## src/rtl/linebuf_seq_ctrl.sv

```systemverilog
// Frame sequencer for the three-bank Sobel line buffer: FIFO line fetch, bank rotation, read/flush passes.
// Define LBSEQ_ABORT_EN to add the abort_i input that returns a running frame to IDLE.
module linebuf_seq_ctrl #(
  parameter int DATA_WD = 8,
  parameter int ADDR_DW = 10,
  parameter int IMG_W   = 640,
  parameter int IMG_H   = 480
) (
  input  logic               sys_clk_i,
  input  logic               rst_ni,
  input  logic               frame_start_i,
`ifdef LBSEQ_ABORT_EN
  input  logic               abort_i,
`endif
  input  logic               ff_rdy_i,
  output logic               ff_rd_o,
  input  logic [DATA_WD-1:0] gray_i,
  output logic [DATA_WD-1:0] wdata_o,
  output logic [ADDR_DW-1:0] waddr_o,
  output logic [2:0]         wram_o,
  output logic [ADDR_DW-1:0] raddr_o,
  output logic               r_en_o,
  output logic [1:0]         rd_ram_o,
  output logic               first_line_o,
  output logic               last_line_o,
  output logic               frame_done_o,
  output logic               busy_o
);

  localparam int                 LCW      = $clog2(IMG_H + 1);
  localparam logic [ADDR_DW-1:0] COL_LAST = ADDR_DW'(IMG_W - 1);
  localparam logic [LCW-1:0]     LINE_END = LCW'(IMG_H);
  localparam logic [LCW-1:0]     LINE_ONE = LCW'(1);

  typedef enum logic [2:0] {
    S_IDLE  = 3'd0,
    S_WAIT  = 3'd1,
    S_LINE  = 3'd2,
    S_FLUSH = 3'd3,
    S_DONE  = 3'd4
  } state_t;

  state_t             state_q, state_d;
  logic [ADDR_DW-1:0] col_q, col_d;
  logic [LCW-1:0]     line_q, line_d;
  logic [1:0]         wbank_q, wbank_d;
  logic [1:0]         wbank_inc;
  logic               col_last;
  logic               abort;

  // Stage 1 carries the write strobe; stage 2 repeats it as the read strobe.
  logic [2:0]         wram1_q, wram1_d;
  logic [ADDR_DW-1:0] addr1_q;
  logic               rd1_q, rd1_d;
  logic [1:0]         rdram1_q, rdram1_d;
  logic               first1_q, first1_d;
  logic               last1_q, last1_d;
  logic               ren2_q;
  logic [ADDR_DW-1:0] raddr2_q;
  logic [1:0]         rdram2_q;
  logic               first2_q;
  logic               last2_q;

`ifdef LBSEQ_ABORT_EN
  assign abort = abort_i && (state_q != S_IDLE);
`else
  assign abort = 1'b0;
`endif

  assign col_last  = (col_q == COL_LAST);
  assign wbank_inc = (wbank_q == 2'd2) ? 2'd0 : wbank_q + 2'd1;

  always_comb begin
    state_d = state_q;
    col_d   = col_q;
    line_d  = line_q;
    wbank_d = wbank_q;
    case (state_q)
      S_IDLE: begin
        if (frame_start_i) begin
          state_d = S_WAIT;
          col_d   = '0;
          line_d  = '0;
          wbank_d = 2'd0;
        end
      end
      S_WAIT: begin
        if (line_q == LINE_END) begin
          state_d = S_FLUSH;
        end else if (ff_rdy_i) begin
          state_d = S_LINE;
        end
      end
      S_LINE: begin
        if (col_last) begin
          state_d = S_WAIT;
          col_d   = '0;
          line_d  = line_q + LINE_ONE;
          wbank_d = wbank_inc;
        end else begin
          col_d = col_q + 1'b1;
        end
      end
      S_FLUSH: begin
        if (col_last) begin
          state_d = S_DONE;
          col_d   = '0;
        end else begin
          col_d = col_q + 1'b1;
        end
      end
      S_DONE:  state_d = S_IDLE;
      default: state_d = S_IDLE;
    endcase
    if (abort) begin
      state_d = S_IDLE;
      col_d   = '0;
      line_d  = '0;
      wbank_d = 2'd0;
    end
  end

  always_comb begin
    wram1_d  = 3'b000;
    rd1_d    = 1'b0;
    rdram1_d = 2'd0;
    first1_d = 1'b0;
    last1_d  = 1'b0;
    if (state_q == S_LINE) begin
      wram1_d = 3'b001 << wbank_q;
    end
    // Line 0 has no rows above it, so it only fills the buffer.
    if (((state_q == S_LINE) && (line_q != '0)) || (state_q == S_FLUSH)) begin
      rd1_d = 1'b1;
      case (wbank_q)
        2'd0:    rdram1_d = 2'd2;
        2'd1:    rdram1_d = 2'd0;
        default: rdram1_d = 2'd1;
      endcase
      first1_d = (state_q == S_LINE) && (line_q == LINE_ONE);
      last1_d  = (state_q == S_FLUSH);
    end
  end

  always_ff @(posedge sys_clk_i or negedge rst_ni) begin
    if (!rst_ni) begin
      state_q <= S_IDLE;
      col_q   <= '0;
      line_q  <= '0;
      wbank_q <= 2'd0;
    end else begin
      state_q <= state_d;
      col_q   <= col_d;
      line_q  <= line_d;
      wbank_q <= wbank_d;
    end
  end

  always_ff @(posedge sys_clk_i or negedge rst_ni) begin
    if (!rst_ni) begin
      wram1_q  <= 3'b000;
      addr1_q  <= '0;
      rd1_q    <= 1'b0;
      rdram1_q <= 2'd0;
      first1_q <= 1'b0;
      last1_q  <= 1'b0;
      ren2_q   <= 1'b0;
      raddr2_q <= '0;
      rdram2_q <= 2'd0;
      first2_q <= 1'b0;
      last2_q  <= 1'b0;
    end else if (abort) begin
      wram1_q  <= 3'b000;
      addr1_q  <= '0;
      rd1_q    <= 1'b0;
      rdram1_q <= 2'd0;
      first1_q <= 1'b0;
      last1_q  <= 1'b0;
      ren2_q   <= 1'b0;
      raddr2_q <= '0;
      rdram2_q <= 2'd0;
      first2_q <= 1'b0;
      last2_q  <= 1'b0;
    end else begin
      wram1_q  <= wram1_d;
      addr1_q  <= col_q;
      rd1_q    <= rd1_d;
      rdram1_q <= rdram1_d;
      first1_q <= first1_d;
      last1_q  <= last1_d;
      ren2_q   <= rd1_q;
      raddr2_q <= addr1_q;
      rdram2_q <= rdram1_q;
      first2_q <= first1_q;
      last2_q  <= last1_q;
    end
  end

  assign ff_rd_o      = (state_q == S_LINE);
  assign busy_o       = (state_q != S_IDLE);
  assign frame_done_o = (state_q == S_DONE);
  assign wram_o       = wram1_q;
  assign waddr_o      = addr1_q;
  assign wdata_o      = (wram1_q != 3'b000) ? gray_i : '0;
  assign r_en_o       = ren2_q;
  assign raddr_o      = raddr2_q;
  assign rd_ram_o     = rdram2_q;
  assign first_line_o = first2_q;
  assign last_line_o  = last2_q;

endmodule

```

## config.mk

```make
export PLATFORM = sky130hd
export DESIGN_NAME = linebuf_seq_ctrl
export DESIGN_NICKNAME = d
export VERILOG_FILES = /design/src/rtl/linebuf_seq_ctrl.sv
export SDC_FILE = /design/constraint.sdc
export NUM_CORES = 1
export LEC_CHECK = 0
export CAP_MARGIN = 10
export CORE_ASPECT_RATIO = 1.5
export CORE_MARGIN = 8
export CORE_UTILIZATION = 50
export CTS_BUF_LIST = sky130_fd_sc_hd__clkbuf_4 sky130_fd_sc_hd__clkbuf_8
export DETAILED_ROUTE_END_ITERATION = 16
export GPL_TIMING_DRIVEN = 0
export PLACE_DENSITY = 0.9
export SLEW_MARGIN = 40
export SYNTH_ARGS = -nofsm -noshare
export SYNTH_HDL_FRONTEND = slang
export SYNTH_SLANG_ARGS = --single-unit
export TNS_END_PERCENT = 50
```

## constraint.sdc

```tcl
create_clock -name sys_clk_i -period 3 [get_ports sys_clk_i]
set_clock_uncertainty 0.05 [all_clocks]
set_input_delay 0.45 -clock sys_clk_i [delete_from_list [all_inputs] [get_ports sys_clk_i]]
set_output_delay 0.45 -clock sys_clk_i [all_outputs]
set_load 0.02 [all_outputs]
```

==> results.json <==
{
  "status": "finished clean",
  "muxShareOfSynthArea_pct": 1.467,
  "cts_buffers": 9,
  "antenna_cells": 0,
  "setup_viol": 0,
  "worst_pin_slew_ns": 0.6898,
  "finalMaxSlewViolations": 0,
  "nets": 270,
  "synthCells": 191,
  "cp-end-kind": "output pin",
  "cts_htree_levels": 3,
  "met1_usage_pct": 15.62,
  "final_layout_size_suffix_gt1_share_pct": 13.13,
  "internal_power_mw": 1.883,
  "start_util_pct": 51.54,
  "crit_chain": "nor3_2 > nor2b_1 > clkdlybuf4s50_1",
  "critPathMaxStageDelay_ns": 0.56,
  "clkPwrFrac_pct": 31.2,
  "gr-total-overflow": 0,
  "p_leak_nw": 1.402,
  "layout_setup_ws_ns": 0.6763,
  "busiest_layer": "met2",
  "die_w_um": 71.41,
  "fmax_mhz": 430.4,
  "drc": 0,
  "core-area_sq_um": 4467,
  "grt_pass1_wl_um": 8418,
  "path_buf_inv": 1,
  "fin_area_sq_um": 3143,
  "syn-cell-area_sq_um": 2302,
  "grt_max_degree": 32,
  "clk_pin_slew_worst_paths_ns": 0.06,
  "dr.pass1.iters": 4,
  "num_vias": 1732,
  "final_common_cell": "dfrtp_1",
  "gp_congestion": 0.8565,
  "dieHeight_um": 99.11,
  "yosys.area_share.simple_pct": 20.33,
  "drtAntennaViolNets": 0,
  "synth_cell_type_count": 43,
  "place_area_sq_um": 2880,
  "yosys_warnings": 0,
  "synth_edf_count": 0,
  "seq_power_share_pct": 37.0,
  "cts_tree": "yes",
  "ys_async_sr_fraction_pct": 100.0,
  "multiInputGateArea_sq_um": 819.5,
  "cts_resized": 0,
  "synth_seq_cells": 57,
  "slew_headroom_pct": 53.36,
  "cp-start-kind": "flop",
  "critical_path_class": "reg -> out",
  "gr-usage-met2_pct": 26.21,
  "min_period_over_period_pct": 77.46,
  "cts_num_sinks": 57,
  "die_area_sq_um": 7077,
  "synth_xor_area_share_pct": 0,
  "antenna_found_initial": 0,
  "clkLatencyLatePin_ns": 0.33,
  "cts_root_buffer": "clkbuf_8",
  "wl_per_cell_um": 16.05,
  "syn_to_final_growth_pct": 36.52,
  "synth_top_family_by_area": "simple AND/OR/NAND/NOR gates",
  "power_switching_mw": 0.8831,
  "share_comb_of_total_power_pct": 31.8,
  "row_count": 30,
  "avgSynthCellArea_sq_um": 12.05,
  "viasPerCell": 5.642,
  "fill_cells": 289,
  "crit_fanout": 8,
  "critical_path.top_delay_family": "buffers and inverters",
  "totalWireLength_um": 4928,
  "yosys.area_share.adder_pct": 2.174,
  "final-hold-violation-count": 0,
  "use_met3_pct": 4.733,
  "final_cell_mix": "dfrtp_1, clkdlybuf4s50_1, o21ai_0",
  "yosysSeqAreaShare_pct": 61.96,
  "ys_dominant_reg_cell": "dfrtp_1",
  "hpwlAfterDp_um": 3525,
  "hp-class": "reg -> reg",
  "hold_slack_ns": 0.2998,
  "layout_min_cycle_time_ns": 2.324,
  "dp_slack_ns": 0.7368,
  "io_buffers": 50,
  "rsz0062_at_grt": "false",
  "drtIter0Drc": 71,
  "regArea_sq_um": 1426,
  "power_density_nw_per_um2": 880.0,
  "cp_slowest_cell": "clkdlybuf4s50_1",
  "p_sw_share_pct": 31.93,
  "total_power_mw": 2.766,
  "grt_pass1_vias": 1813,
  "clockBufferDepth": 2,
  "hold_buffers": 1,
  "ios": 51,
  "synth_compound_gate_area_share_pct": 11.41,
  "syn_nets": 207,
  "globalRouteTotalUtil_pct": 15.24,
  "ir_worst_vdd_v": 0.0004582,
  "critPathArrivalTime_ns": 1.82,
  "maxCapViolations": 0,
  "required_ns": 2.50,
  "post-route-util_pct": 70.36,
  "cts_setup_buffers": 0
}
[kinds of logic (layout without fill, tap and decap cells)]
family	after synthesis	in the layout
compound gates	42	42
fa+ha+maj	4	4
flops	57	57
buf+inv	11	79
mux	3	3
simple gates	74	74
[flip-flops by register name, summed over array words and instances (netlist names)]
name	count
line_q	9
wbank_q	2
rdram1_q	2
rd1_q	1
last1_q	1
r_en_o	1
first1_q	1
waddr_o	10
state_q	3
col_q	10
raddr_o	10
last_line_o	1
rd_ram_o	2
first_line_o	1
wram_o	3
[through the flow]
step / TNS (ns) / cells
finish: 0 / 307
detailed placement: 0 / 290
floorplan: 0 / 191
CTS: 0 / 307
global placement: -10.95 / 289
global route: 0 / 307
[cells in the mapped netlist, drive strengths merged (5+ instances only)]
cell | n | share of area, %
a21oi | 9 | 2.0
nor3 | 6 | 1.3
nand4 | 5 | 2.0
a31oi | 5 | 1.6
nor2b | 10 | 2.7
o31ai | 5 | 1.6
dfrtp | 57 | 62
o21ai | 14 | 3.0
nand2 | 12 | 2.0
nand3 | 8 | 1.7
[power groups by stage]
stage / registers (mW) / logic (mW) / clock network, mW
after floorplan: 1.09 / 0.425 / 0
after global placement: 1.02 / 0.858 / 0
after global routing: 1.04 / 0.951 / 0.915
final: 1.02 / 0.881 / 0.862
after detailed placement: 1.03 / 0.874 / 0
after CTS: 1.02 / 0.885 / 0.878
[area by class of cell]
class	count	share of cell area [%]
clock buffer	11	4.618
timing repair buffer	52	16.80
inverter	5	0.7564
clock inverter	5	3.264
buffer	6	1.194
multi-input combinational	123	26.07
sequential	57	45.38
tap	48	1.911
[path summary, 6_finish.rpt]
path                            from  depth (start not counted)  slack [ns]            to
max in group asynchronous     rst_ni                          3        1.90    waddr_o[6]
min                         first1_q                          0        0.30  first_line_o
min reg2reg                 first1_q                          0        0.30  first_line_o
min in group asynchronous     rst_ni                          2        0.53     line_q[3]
max reg2reg                 col_q[1]                          7        0.96    wbank_q[1]
max                        wram_o[1]                          3        0.68    wdata_o[3]
[routing by layer]
layer	routed length [um]	vias up
met5	0	-
li1	-	820
met4	96	0
met1	1837	849
met3	279	8
met2	2715	55
(Power assumes the default switching activity.)
